## config.mk

```make
export PLATFORM = sky130hd
export DESIGN_NAME = morse_symbol_decoder
export DESIGN_NICKNAME = d
export VERILOG_FILES = /design/src/rtl/morse_symbol_decoder.sv
export SDC_FILE = /design/constraint.sdc
export NUM_CORES = 1
export LEC_CHECK = 0
export BUFFER_PORTS_ARGS = -buffer_cell sky130_fd_sc_hd__buf_4
export CAP_MARGIN = 40
export CELL_PAD_IN_SITES_DETAIL_PLACEMENT = 0
export CELL_PAD_IN_SITES_GLOBAL_PLACEMENT = 1
export CORE_MARGIN = 2
export CORE_UTILIZATION = 49
export DETAILED_ROUTE_END_ITERATION = 7
export PLACE_DENSITY = 0.9
export RECOVER_POWER = 100
export SLEW_MARGIN = 20
export SYNTH_ARGS = -nofsm -noshare
export SYNTH_HDL_FRONTEND = slang
export SYNTH_SLANG_ARGS = --single-unit
```

## constraint.sdc

```tcl
create_clock -name clk -period 3.75 [get_ports clk]
set_clock_uncertainty 0.05 [all_clocks]
set_input_delay 0.1875 -clock clk [delete_from_list [all_inputs] [get_ports clk]]
set_output_delay 0.1875 -clock clk [all_outputs]
set_load 0.005 [all_outputs]
```

## src/rtl/morse_symbol_decoder.sv

```systemverilog
// morse_symbol_decoder
// Front end of the Morse receiver: conditions the raw key, measures key-down
// and key-up intervals in Morse units, and assembles dots/dashes into a
// marker-prefixed character code. Emits rdy with the code at the end of each
// character, err when a character had too many symbols, and an en/ws pair at
// each word boundary.
module morse_symbol_decoder #(
    parameter int UNIT_CLKS      = 1000,
    parameter int DEBOUNCE_CLKS  = 16,
    parameter int DASH_UNITS     = 2,
    parameter int CHAR_GAP_UNITS = 3,
    parameter int WORD_GAP_UNITS = 7,
    parameter int MAX_SYMBOLS    = 6
) (
    input  logic       clk,
    input  logic       reset,
    input  logic       key_in,
    output logic [7:0] data,
    output logic       rdy,
    output logic       en,
    output logic       ws,
    output logic       err
);

    localparam int PW = (UNIT_CLKS > 2) ? $clog2(UNIT_CLKS) : 1;
    localparam int DW = $clog2(DEBOUNCE_CLKS + 1);

    typedef enum logic [1:0] {
        IDLE,
        PRESS,
        GAP,
        WAIT_WORD
    } state_t;

    logic [1:0]    sync_reg;
    logic          filt_reg;
    logic          filt_prev_reg;
    logic [DW-1:0] db_cnt_reg;
    logic [PW-1:0] presc_reg;
    logic [7:0]    units_reg;

    state_t        state_reg;
    logic [7:0]    code_reg;
    logic [3:0]    sym_cnt_reg;
    logic          ovf_reg;
    logic          word_pending_reg;
    logic [7:0]    data_reg;
    logic          rdy_reg;
    logic          en_reg;
    logic          ws_reg;
    logic          err_reg;

    logic rise;
    logic fall;
    logic key_event;
    logic tick;
    logic char_tick;
    logic word_tick;
    logic sym_bit;

    // Two-stage synchronizer for the asynchronous key
    always_ff @(posedge clk) begin
        if (reset) begin
            sync_reg <= 2'b00;
        end else begin
            sync_reg <= {sync_reg[0], key_in};
        end
    end

    // Debounce: the mismatch must already have lasted DEBOUNCE_CLKS cycles;
    // the filtered level flips on the next still-mismatched cycle, so a pulse
    // of DEBOUNCE_CLKS cycles or less never gets through.
    always_ff @(posedge clk) begin
        if (reset) begin
            filt_reg      <= 1'b0;
            filt_prev_reg <= 1'b0;
            db_cnt_reg    <= '0;
        end else begin
            filt_prev_reg <= filt_reg;
            if (sync_reg[1] != filt_reg) begin
                if (db_cnt_reg == DW'(DEBOUNCE_CLKS)) begin
                    filt_reg   <= sync_reg[1];
                    db_cnt_reg <= '0;
                end else begin
                    db_cnt_reg <= db_cnt_reg + DW'(1);
                end
            end else begin
                db_cnt_reg <= '0;
            end
        end
    end

    assign rise      = filt_reg & ~filt_prev_reg;
    assign fall      = ~filt_reg & filt_prev_reg;
    assign key_event = rise | fall;
    assign tick      = (presc_reg == PW'(UNIT_CLKS - 1));
    // Compare against the count before this tick lands, so the decision is
    // registered one cycle after the tick that completes the interval.
    assign char_tick = tick && (units_reg == 8'(CHAR_GAP_UNITS - 1));
    assign word_tick = tick && (units_reg == 8'(WORD_GAP_UNITS - 1));
    assign sym_bit   = (units_reg >= 8'(DASH_UNITS));

    // Unit prescaler and saturating unit counter, both restarted by key edges
    always_ff @(posedge clk) begin
        if (reset) begin
            presc_reg <= '0;
            units_reg <= 8'h00;
        end else if (key_event) begin
            presc_reg <= '0;
            units_reg <= 8'h00;
        end else begin
            presc_reg <= tick ? '0 : presc_reg + PW'(1);
            if (tick && (units_reg != 8'hFF)) begin
                units_reg <= units_reg + 8'h01;
            end
        end
    end

    // Symbol/character/word sequencer with registered strobes
    always_ff @(posedge clk) begin
        if (reset) begin
            state_reg        <= IDLE;
            code_reg         <= 8'h00;
            sym_cnt_reg      <= 4'd0;
            ovf_reg          <= 1'b0;
            word_pending_reg <= 1'b0;
            data_reg         <= 8'h00;
            rdy_reg          <= 1'b0;
            en_reg           <= 1'b0;
            ws_reg           <= 1'b0;
            err_reg          <= 1'b0;
        end else begin
            rdy_reg <= 1'b0;
            en_reg  <= 1'b0;
            ws_reg  <= 1'b0;
            err_reg <= 1'b0;
            case (state_reg)
                IDLE: begin
                    if (rise) begin
                        code_reg    <= 8'h01;
                        sym_cnt_reg <= 4'd0;
                        state_reg   <= PRESS;
                    end
                end
                PRESS: begin
                    if (fall) begin
                        code_reg <= {code_reg[6:0], sym_bit};
                        if (sym_cnt_reg != 4'hF) begin
                            sym_cnt_reg <= sym_cnt_reg + 4'd1;
                        end
                        if (sym_cnt_reg >= 4'(MAX_SYMBOLS)) begin
                            ovf_reg <= 1'b1;
                        end
                        state_reg <= GAP;
                    end
                end
                GAP: begin
                    if (char_tick) begin
                        if (ovf_reg) begin
                            err_reg <= 1'b1;
                        end else begin
                            data_reg <= code_reg;
                            rdy_reg  <= 1'b1;
                        end
                        ovf_reg          <= 1'b0;
                        word_pending_reg <= 1'b1;
                        if (rise) begin
                            code_reg    <= 8'h01;
                            sym_cnt_reg <= 4'd0;
                            state_reg   <= PRESS;
                        end else begin
                            state_reg <= WAIT_WORD;
                        end
                    end else if (rise) begin
                        state_reg <= PRESS;
                    end
                end
                WAIT_WORD: begin
                    if (word_tick && word_pending_reg) begin
                        en_reg           <= 1'b1;
                        ws_reg           <= 1'b1;
                        word_pending_reg <= 1'b0;
                        if (rise) begin
                            code_reg    <= 8'h01;
                            sym_cnt_reg <= 4'd0;
                            state_reg   <= PRESS;
                        end else begin
                            state_reg <= IDLE;
                        end
                    end else if (rise) begin
                        code_reg    <= 8'h01;
                        sym_cnt_reg <= 4'd0;
                        state_reg   <= PRESS;
                    end
                end
                default: begin
                    state_reg <= IDLE;
                end
            endcase
        end
    end

    assign data = data_reg;
    assign rdy  = rdy_reg;
    assign en   = en_reg;
    assign ws   = ws_reg;
    assign err  = err_reg;

endmodule

```

### Yosys cells after proc, flatten, opt, wreduce, memory -nomap -nowiden

Index checks and enable logic that the tools add are counted.

* flip-flop bits (word level): 54
* input bits: 3
* output and inout port bits: 12
* word-level logic and storage cells: 91

* $add $sub $neg: 4
* $lt $le $gt $ge: 2
* equal/unequal tests: 15
* multiplexer cells: 26
* bitwise operators: 10
* reduce and logical (&&, ||, !) cells: 19

Operators with widths (count)
* $mux W8: 3
* $pmux W8 S3: 1
* $mux W4: 4
* $pmux W4 S3: 1
* $add A10 B1 Y10 const B: 1
* $eq A10 B10 Y1 const B: 1
* $mux W2: 5
* $ne A2 B2 Y1 const B: 5
* $mux W1: 9
* $reduce_and A3 Y1: 3
* $reduce_or A3 Y1: 3
* $add A8 B1 Y8 const B: 1
* $eq A8 B2 Y1 const B: 1
* $eq A8 B3 Y1 const B: 1
* $ge A8 B2 Y1 const B: 1
* $ne A8 B8 Y1 const B: 1
* $pmux W2 S4: 1
* $not A1 Y1: 7
* $reduce_or A2 Y1: 3
* $add A5 B1 Y5 const B: 1
* $eq A5 B5 Y1 const B: 1
* $add A4 B1 Y4 const B: 1
* $eq A2 B2 Y1 const B: 2
* $ge A4 B3 Y1 const B: 1
* other kinds (11): 18

### Logic depth before layout (Yosys ltp)

Gate-level depths: netlist of run 1.

* word-level depth: 5
* gate-level depth with buffers: 8
* depth with buffers taken out: 7

### Worst setup path before layout of run 1

OpenSTA, ideal clock, no wires.

* path kind: flip-flop to flip-flop
* from: register presc_reg[0]
* to: register units_reg[4]
* setup time: 0.125 ns
* arrival: 1.763 ns
* data required time: 3.575 ns
* setup slack: 1.812 ns
* cell stages (with the launch flop): 7
* path buffers: 0
* period minus slack after synthesis: 1.938 ns
* cell sequence: dfxtp_1 -> ha_1 -> nor4bb_1 -> nand4_1 -> nor4b_1 -> xnor2_1 -> nor2_1

* cells in the longest elaborated chain, start to end: 2

Ends and longest elaborated chain
* start: declaration: RTL line 39 `logic [PW-1:0] presc_reg;`
* start signal: assignment: RTL line 112 `presc_reg <= tick ? '0 : presc_reg + PW'(1);`
* $eq A10 B10 Y1: RTL line 96 `assign tick = (presc_reg == PW'(UNIT_CLKS - 1));`
* $logic_and A1 B1 Y1: RTL line 113 `if (tick && (units_reg != 8'hFF)) begin`
* end signal: assignment: RTL line 114 `units_reg <= units_reg + 8'h01;`
* end: declaration: RTL line 40 `logic [7:0] units_reg;`

Every way passes these cells.
A chain may end at the register's enable or synchronous reset.

### Worst setup path after layout of run 1

* from: register units_reg[4]
* to: register data_reg[4] (netlist: data[4])

* cells in the longest elaborated chain, start to end: 3

Ends and longest elaborated chain
* $eq A8 B2 Y1: RTL line 99 `assign char_tick = tick && (units_reg == 8'(CHAR_GAP_UNITS - 1));`
* $logic_and A1 B1 Y1: RTL line 99
* $reduce_and A3 Y1 (no line)
* end signal: assignment: RTL line 162 `data_reg <= code_reg;`
* end: declaration: RTL line 47 `logic [7:0] data_reg;`

Every way passes these cells.

==> flow_summary.json, run 1 <==
{
  "status": "completed",
  "placeableCoreArea_mm2": 0.00444,
  "leakagePower_uw": 0.000932,
  "drive_gt1_share_pct": 9.02,
  "max_slew.worst_pin.slew_ns": 1.38,
  "pin_count": 15,
  "instances_no_fill": 318,
  "dpl.cell_count": 310,
  "worstReg2RegEnd": "data[4]",
  "period_needed_ns": 2.35,
  "post-cts-setup-buffer-count": 0,
  "endpoint_kind": "register",
  "grt_pass1_vias": 1539,
  "ir_worst_vdd_mv": 0.213,
  "drc": 0,
  "avgRoutedWirePerCell_um": 11.9,
  "r2r_setup_slack_ns": 1.40,
  "cts_max_path_buffers": 2,
  "place_congestion": 0.848,
  "h-tree-depth": 2,
  "finalPower_uw": 984,
  "setup_viol": 0,
  "numCtsBuffers": 5,
  "row_count": 24,
  "die_height_um": 72.4,
  "n_fill_cell": 420,
  "worst-setup-path-type": "register to register",
  "p_per_area_mw_per_mm2": 389,
  "cts_tree": "done",
  "relSlewSlack_pct": 8.11,
  "slew_viol_final": 0,
  "utilization_pct": 56.8,
  "grt_usage_pct": 16.4,
  "synth_area_mm2": 0.00229,
  "dpl_cell_area_mm2": 0.00242,
  "dieArea_mm2": 0.00524,
  "synth_fp_nets": 267,
  "die_x_um": 72.4,
  "yosysWarnings": 0,
  "clock-sinks": 54,
  "hpwl_um": 2650,
  "cts_root_buf": "clkbuf_8",
  "grt_overflow": 0,
  "io_buffer_count": 14,
  "synthCells": 255,
  "hold_depth": 2,
  "period_share_pct": 62.6,
  "ys_ff_latch": 54,
  "whs_endpoint": "sync_reg[0]",
  "final.setup.tns_ns": 0,
  "grt_max_degree": 34,
  "synth_ff_type": "dfxtp_1",
  "synth-seq-area-share_pct": 47.2,
  "reg2reg_depth": 5,
  "min_from": "key_in",
  "cts.repair.resized": 0,
  "worstReg2RegStart": "units_reg[4]",
  "synth.distinct_cells": 38,
  "worstPathRequired_ns": 3.84,
  "synth_edf_count": 0,
  "clk_pin_slew_ns": 0.09,
  "synth.avg_cell_area_um2": 8.99,
  "ctsHoldBuffers": 0,
  "antenna_found_initial": 0,
  "clk_latency_ns": 0.30,
  "drtPass1Iterations": 4,
  "final_nets": 277,
  "grt_pass1_wl_um": 6920,
  "crit_fanout": 8,
  "num_vias": 1693,
  "async_flop_share_pct": 0,
  "routed_wirelength_um": 3780,
  "fmax_mhz": 426,
  "hold_viol": 0,
  "drt_iter0_drc": 119,
  "drv_cap": 0,
  "rsz0062_at_grt": "false",
  "initial_core_util_pct": 51.6,
  "antenna_cells": 0,
  "vias_per_cell": 5.32,
  "stdcell_area_mm2": 0.00253,
  "ant_nets": 0,
  "crit_path_start_kind": "register",
  "largest_register_ffs": 10,
  "cp_data_arrival_time_ns": 2.43,
  "areaGrowthSynthToFinish_pct": 10.2,
  "holdCritPathClass": "input pin to register"
}
==> cell type report <==
cell class | instances | area (µm²) | area share [%]
sequential | 54 | 1080 | 42.8
timing repair buffer | 15 | 105 | 4.16
clock buffer | 5 | 68.8 | 2.72
inverter | 9 | 33.8 | 1.34
multi-input combinational | 180 | 1130 | 44.6
clock inverter | 3 | 45.0 | 1.78
tap | 52 | 65.1 | 2.58
==> layer usage <==
layer  track usage, %  up-vias  part of all wire [%]
met5                0        -                     0
met1             23.5      781                    50
met3             4.17        6                   3.1
li1                 -      885                     -
met2             24.9       21                    46
met4             3.91        0                   1.0
==> worst max path at each step <==
stage,endpoint,slack (ns),from,cells past startpoint
after global placement,data[5],1.49,units_reg[4],5
after detailed placement,data[3],1.42,units_reg[4],5
after global routing,data[1],1.18,presc_reg[0],6
after CTS,data[3],1.42,units_reg[4],5
final,data[4],1.40,units_reg[4],5
after floorplan,units_reg[4],1.81,presc_reg[0],6
==> metrics by stage <==
stage	setup slack, ns	hold WS, ns
after floorplan	1.81	0.209
after global placement	1.49	0.351
after detailed placement	1.42	0.365
after CTS	1.42	0.0435
after global routing	1.18	0.0333
final	1.40	0.0494
==> report_power, final <==
| group | switching [µW] | leakage, µW | internal (µW) |
|---|---|---|---|
| Combinational | 11.8 | 0.000446 | 5.64 |
| Sequential | 3.38 | 0.000436 | 577 |
| Clock | 187 | 0.0000504 | 199 |
| Total | 202 | 0.000932 | 781 |
==> cell usage in the layout (no fill, tap or decap), types with 2 or more instances in the layout <==
cell,n
dfxtp_1,54
nor2_1,51
xnor2_1,13
nand3_1,13
nand2_1,12
clkbuf_4,12
mux2i_1,10
a21oi_1,10
inv_1,9
ha_1,9
o21ai_0,7
a22oi_1,7
xor2_1,6
clkbuf_8,5
nor3_1,4
nor2b_1,4
and3_1,4
or3_1,3
nand2b_1,3
nand4_1,3
nor4_1,3
nand3b_1,2
a211oi_1,2
nor3b_1,2
clkinvlp_4,2
clkbuf_1,2
==> cell families after synthesis <==
| logic type | Yosys count | synth area share [%] |
|---|---|---|
| flops | 54 | 47.2 |
| buf+inv | 21 | 3.66 |
| fa+ha+maj | 9 | 4.91 |
| mux | 10 | 4.37 |
| compound gates | 31 | 8.46 |
| simple gates | 111 | 24.2 |
| xor+xnor | 19 | 7.26 |
==> synth_stat cells (4+ instances only) <==
cell	count	share of area (%)
and3_1	4	1.1
nor2_1	51	8.4
mux2i_1	10	4.4
nand2_1	12	2.0
o21ai_0	7	1.5
nand3_1	13	2.8
ha_1	9	4.9
clkbuf_1	9	1.5
xnor2_1	13	5.0
nor3_1	4	0.87
a22oi_1	7	2.3
a21oi_1	10	2.2
nor2b_1	4	1.1
xor2_1	6	2.3
dfxtp_1	54	47
inv_1	9	1.5
==> critical path, cell delays in order, from the launching register on <==
cell and delay [ns]:
dfxtp_1 0.36, or4_4 0.56, nor4_4 0.31, nand4bb_1 0.53, mux2i_1 0.31, nor2_1 0.06
No activity file was read; power rests on OpenSTA's default activity.
==> run 2: changes to the inputs <==
--- a/config.mk
+++ b/config.mk
@@ -10,9 +10,9 @@
 export CELL_PAD_IN_SITES_DETAIL_PLACEMENT = 0
 export CELL_PAD_IN_SITES_GLOBAL_PLACEMENT = 1
 export CORE_MARGIN = 2
-export CORE_UTILIZATION = 49
+export CORE_UTILIZATION = 45
 export DETAILED_ROUTE_END_ITERATION = 7
-export PLACE_DENSITY = 0.9
+export PLACE_DENSITY = 0.84
 export RECOVER_POWER = 100
 export SLEW_MARGIN = 20
 export SYNTH_ARGS = -nofsm -noshare
==> constraint.sdc (replaced) <==
create_clock -name clk -period 2.3 [get_ports clk]
set_clock_uncertainty 0.05 [all_clocks]
set_input_delay 0.115 -clock clk [delete_from_list [all_inputs] [get_ports clk]]
set_output_delay 0.115 -clock clk [all_outputs]
set_load 0.005 [all_outputs]
==> flow_summary.json, run 2 (same netlist as run 1, synthesis figures left out) <==
{
  "clk_latency_ns": 0.30,
  "clock-sinks": 54,
  "drtPass1Iterations": 4,
  "grt_pass1_vias": 1612,
  "leakagePower_uw": 0.000954,
  "layout_common_cells": "54 x dfxtp_1, 51 x nor2_1, 13 x xnor2_1, 13 x nand3_1, 12 x nand2_1",
  "fin_ws_ns": 0.225,
  "drv_cap": 0,
  "reg2reg_depth": 6,
  "holdWs_ns": 0.127,
  "die_x_um": 75.4,
  "die_height_um": 75.4,
  "grt_max_degree": 34,
  "grt_usage_pct": 15.8,
  "post-cts-setup-buffer-count": 0,
  "worst-setup-path-type": "register to register",
  "hold_viol": 0,
  "final_common_cell": "dfxtp_1",
  "final_nets": 281,
  "ant_nets": 0,
  "hpwl_um": 2810,
  "startpoint": "presc_reg[0]",
  "place_congestion": 0.772,
  "initial_core_util_pct": 47.6,
  "r2r_setup_slack_ns": 0.23,
  "vias_per_cell": 5.13,
  "utilization_pct": 53.5,
  "fmax_mhz": 482,
  "p_per_area_mw_per_mm2": 601,
  "numCtsBuffers": 5,
  "dp_slack_ns": 0.173,
  "cts_tree": "done",
  "worstReg2RegStart": "presc_reg[0]",
  "whs_endpoint": "filt_prev_reg",
  "largest_register_ffs": 10,
  "areaGrowthSynthToFinish_pct": 12.3,
  "cts_root_buf": "clkbuf_8",
  "cp_data_arrival_time_ns": 2.26,
  "num_vias": 1729,
  "worstReg2RegEnd": "sym_cnt_reg[1]",
  "relSlewSlack_pct": 70.1,
  "period_needed_ns": 2.07,
  "io_buffer_count": 14,
  "crit_fanout": 5,
  "hold_depth": 2,
  "holdCritPathClass": "input pin to register",
  "row_count": 25,
  "setup_viol": 0,
  "clk_pin_slew_ns": 0.09,
  "slew_viol_final": 0,
  "endpoint_kind": "register",
  "worstPathRequired_ns": 2.48,
  "antenna_cells": 0,
  "routed_wirelength_um": 3950,
  "ir_worst_vdd_mv": 0.361,
  "drt_iter0_drc": 103,
  "crit_path_start_kind": "register",
  "pin_count": 15,
  "h-tree-depth": 2,
  "status": "completed",
  "period_share_pct": 90.2,
  "drive_gt1_share_pct": 10.4,
  "placeableCoreArea_mm2": 0.00482,
  "cts_max_path_buffers": 2,
  "max_slew.worst_pin.slew_ns": 0.446,
  "grt_overflow": 0,
  "min_from": "reset",
  "avgRoutedWirePerCell_um": 11.7,
  "antenna_found_initial": 0,
  "drc": 0,
  "dieArea_mm2": 0.00568,
  "grt_pass1_wl_um": 6930
}
run 2: per-layer routing:
metal  up-vias  share of wire, %  global-route usage (%)
met5         -                 0                       0
met4         0               1.4                    5.65
met3         7               2.4                    4.10
met2        16                47                    26.4
met1       809                50                    19.9
li1        897                 -                       -
run 2: worst max-delay path: stages, from the launching register on:
cell and delay (ns):
dfxtp_1 0.38, ha_1 0.21, nor4bb_2 0.35, and3_1 0.30, a31oi_1 0.18, or3_1 0.37, a21oi_1 0.15
run 2: worst max path at each step:
stage                     endpoint  depth (start not counted)  slack [ns]
finish              sym_cnt_reg[1]                          6        0.23
global placement      units_reg[4]                          7        0.24
detailed placement  sym_cnt_reg[1]                          6        0.17
floorplan             units_reg[4]                          6        0.36
CTS                 sym_cnt_reg[1]                          6        0.15
global route           code_reg[3]                          7       -0.02
run 2: through the flow:
step	std cells	instance area [µm²]	TNS, ns	power, µW
after floorplan	255	2290	0	990
after global placement	328	2460	0	998
after detailed placement	328	2460	0	998
after CTS	337	2580	0	1580
after global routing	337	2570	-0.0313	1610
final	337	2570	0	1550
run 2: what timing repair did:
action / CTS / global route
gates resized for setup: 0 / 1
hold buffers: 1 / 0
endpoints found under the hold margin: 1 / 0
setup endpoints to repair: 0 / 10
run 2: final cells by class:
cell class / instances / area, µm²
clock buffers: 7 / 96.3
clock inverters: 1 / 8.76
fillers: 496 / 2240
inverters: 9 / 33.8
multi-input cells: 180 / 1130
flip-flops and latches: 54 / 1080
well taps: 67 / 83.8
repair buffers: 19 / 138
run 2: report_power, final:
| group | internal, µW | switching [µW] |
|---|---|---|
| Sequential | 941 | 5.53 |
| Clock | 276 | 295 |
| Combinational | 11.4 | 19.0 |
==> run 3: changes to the inputs <==
--- a/config.mk
+++ b/config.mk
@@ -7,12 +7,10 @@
 export LEC_CHECK = 0
 export BUFFER_PORTS_ARGS = -buffer_cell sky130_fd_sc_hd__buf_4
 export CAP_MARGIN = 40
-export CELL_PAD_IN_SITES_DETAIL_PLACEMENT = 0
-export CELL_PAD_IN_SITES_GLOBAL_PLACEMENT = 1
 export CORE_MARGIN = 2
-export CORE_UTILIZATION = 45
+export CORE_UTILIZATION = 50
 export DETAILED_ROUTE_END_ITERATION = 7
-export PLACE_DENSITY = 0.84
+export PLACE_DENSITY = 0.75
 export RECOVER_POWER = 100
 export SLEW_MARGIN = 20
 export SYNTH_ARGS = -nofsm -noshare
==> flow_summary.json, run 3 (same netlist as run 1, synthesis figures left out) <==
{
  "status": "completed",
  "multiInputGateArea_mm2": 0.00113,
  "drv_cap": 0,
  "drtPass1Iterations": 4,
  "ff_latch_area_mm2": 0.00108,
  "cts_max_path_buffers": 2,
  "antenna_cells": 0,
  "pin_count": 15,
  "placeableCoreArea_mm2": 0.00438,
  "relSlewSlack_pct": 71.2,
  "worstPathRequired_ns": 2.50,
  "period_needed_ns": 2.08,
  "dpl.cell_count": 311,
  "areaGrowthSynthToFinish_pct": 12.0,
  "slew_viol_final": 0,
  "antenna_found_initial": 0,
  "clkPwrFrac_pct": 40.0,
  "period_share_pct": 90.5,
  "avgRoutedWirePerCell_um": 12.1,
  "ant_nets": 0,
  "setup_viol": 0,
  "cp_slowest_stage_delay_ns": 0.38,
  "fin_ws_ns": 0.219,
  "numCtsBuffers": 5,
  "cp_cell_sequence": "ha_1, nor4bb_1, and3_1, a31oi_1, or3_1, a21oi_1",
  "rsz0062_at_grt": "false",
  "layout_common_cells": "54 x dfxtp_1, 51 x nor2_1, 14 x clkbuf_4",
  "swShare_pct": 21.1,
  "grt_pass1_vias": 1618,
  "p_per_area_mw_per_mm2": 634,
  "p_int_uw": 1280,
  "fmax_mhz": 481,
  "hold_viol": 0,
  "drive_gt1_share_pct": 10.7,
  "die_height_um": 71.7,
  "holdCritPathClass": "input pin to register",
  "largest_register_ffs": 10,
  "initial_core_util_pct": 52.3,
  "switchingPower_uw": 343,
  "grt_usage_pct": 16.9,
  "crit_slowest_cell": "dfxtp_1",
  "cp_data_arrival_time_ns": 2.28,
  "leakagePower_uw": 0.000961,
  "max_slew.worst_pin.slew_ns": 0.430,
  "row_count": 24,
  "drc": 0,
  "h-tree-depth": 2,
  "instances_no_fill": 322,
  "grt_overflow": 0,
  "worst-setup-path-type": "register to register",
  "place_congestion": 0.783,
  "hpwl_um": 2710,
  "die_x_um": 71.7,
  "grt_pass1_wl_um": 6910,
  "vias_per_cell": 5.23,
  "crit_path_start_kind": "register",
  "clock-sinks": 54,
  "final.setup.tns_ns": 0,
  "dieArea_mm2": 0.00514,
  "ir_worst_vdd_mv": 0.312,
  "io_buffer_count": 14,
  "endpoint_kind": "register",
  "final_nets": 281,
  "drt_iter0_drc": 75,
  "clk_pin_slew_ns": 0.10,
  "combinationalPowerShare_pct": 1.8,
  "routed_wirelength_um": 3900,
  "cts_root_buf": "clkbuf_8",
  "pwr-share-seq_pct": 58.2,
  "grt_max_degree": 34,
  "crit_fanout": 5,
  "clk_latency_ns": 0.31,
  "final_common_cell": "dfxtp_1",
  "dp_slack_ns": 0.112,
  "num_vias": 1684,
  "n_fill_cell": 382,
  "cts_tree": "done"
}
==> run 3: changes by cell type in the layout (fill, tap and decap cells not counted), moves of 2 or more <==
cell / previous run / this run
buf_4: 5 / 3
clkbuf_4: 11 / 14
clkbuf_1: 2 / 0
clkbuf_8: 7 / 5
==> run 3: critical path, delay by kind of cell, from the launching register on <==
family,cells,cell delay [ns]
AO/OA/AOI/OAI,2,0.33
adder cells (fa/ha/maj),1,0.21
flip-flops,1,0.38
AND/OR/NAND/NOR,3,1.06
==> run 3: area by class of cell <==
| class | count | share of cell area [%] |
|---|---|---|
| clock buffer | 5 | 2.68 |
| clock inverter | 3 | 1.90 |
| inverter | 9 | 1.32 |
| multi-input combinational | 180 | 43.9 |
| sequential | 54 | 42.1 |
| tap | 52 | 2.53 |
| timing repair buffer | 19 | 5.56 |
==> run 3: stage by stage <==
step                power (µW)  area, µm²  hold WS [ns]  utilization (%)
floorplan                  990       2290         0.137                -
global placement           997       2430         0.281             55.4
detailed placement         998       2430         0.288             55.4
CTS                       1640       2550         0.109             58.3
global route              1690       2570         0.119             58.6
finish                    1630       2570         0.114             58.6
==> run 3: per-layer routing <==
layer / vias up / share of wire, % / GRT usage, %
met5: - / 0 / 0
met4: 0 / 1.3 / 5.66
met3: 5 / 3.2 / 5.06
met2: 17 / 48 / 28.3
met1: 769 / 48 / 20.7
li1: 893 / - / -
==> run 3: final timing paths <==
path | startpoint | to | cells after the start | slack (ns)
setup reg to reg | presc_reg[0] | sym_cnt_reg[0] | 6 | 0.22
hold reg to reg | sync_reg[0] | sync_reg[1] | 1 | 0.40
setup / recovery | presc_reg[0] | sym_cnt_reg[0] | 6 | 0.22
hold / removal | reset | filt_prev_reg | 2 | 0.11
==> run 3: power by group through the flow <==
stage	Clock (µW)	Combinational (µW)	Sequential [µW]
detailed placement	0	29.1	968
global placement	0	29.2	968
global route	707	35.1	948
CTS	665	30.7	947
floorplan	0	22.5	967
finish	651	29.9	946
==> run 3: repair_timing <==
| action | CTS | global route |
|---|---|---|
| buffers inserted | 0 | 2 |
| hold endpoints to repair | 1 | 0 |
| setup endpoints to repair | 0 | 5 |
| resized for setup | 0 | 1 |
| hold buffers | 1 | 0 |
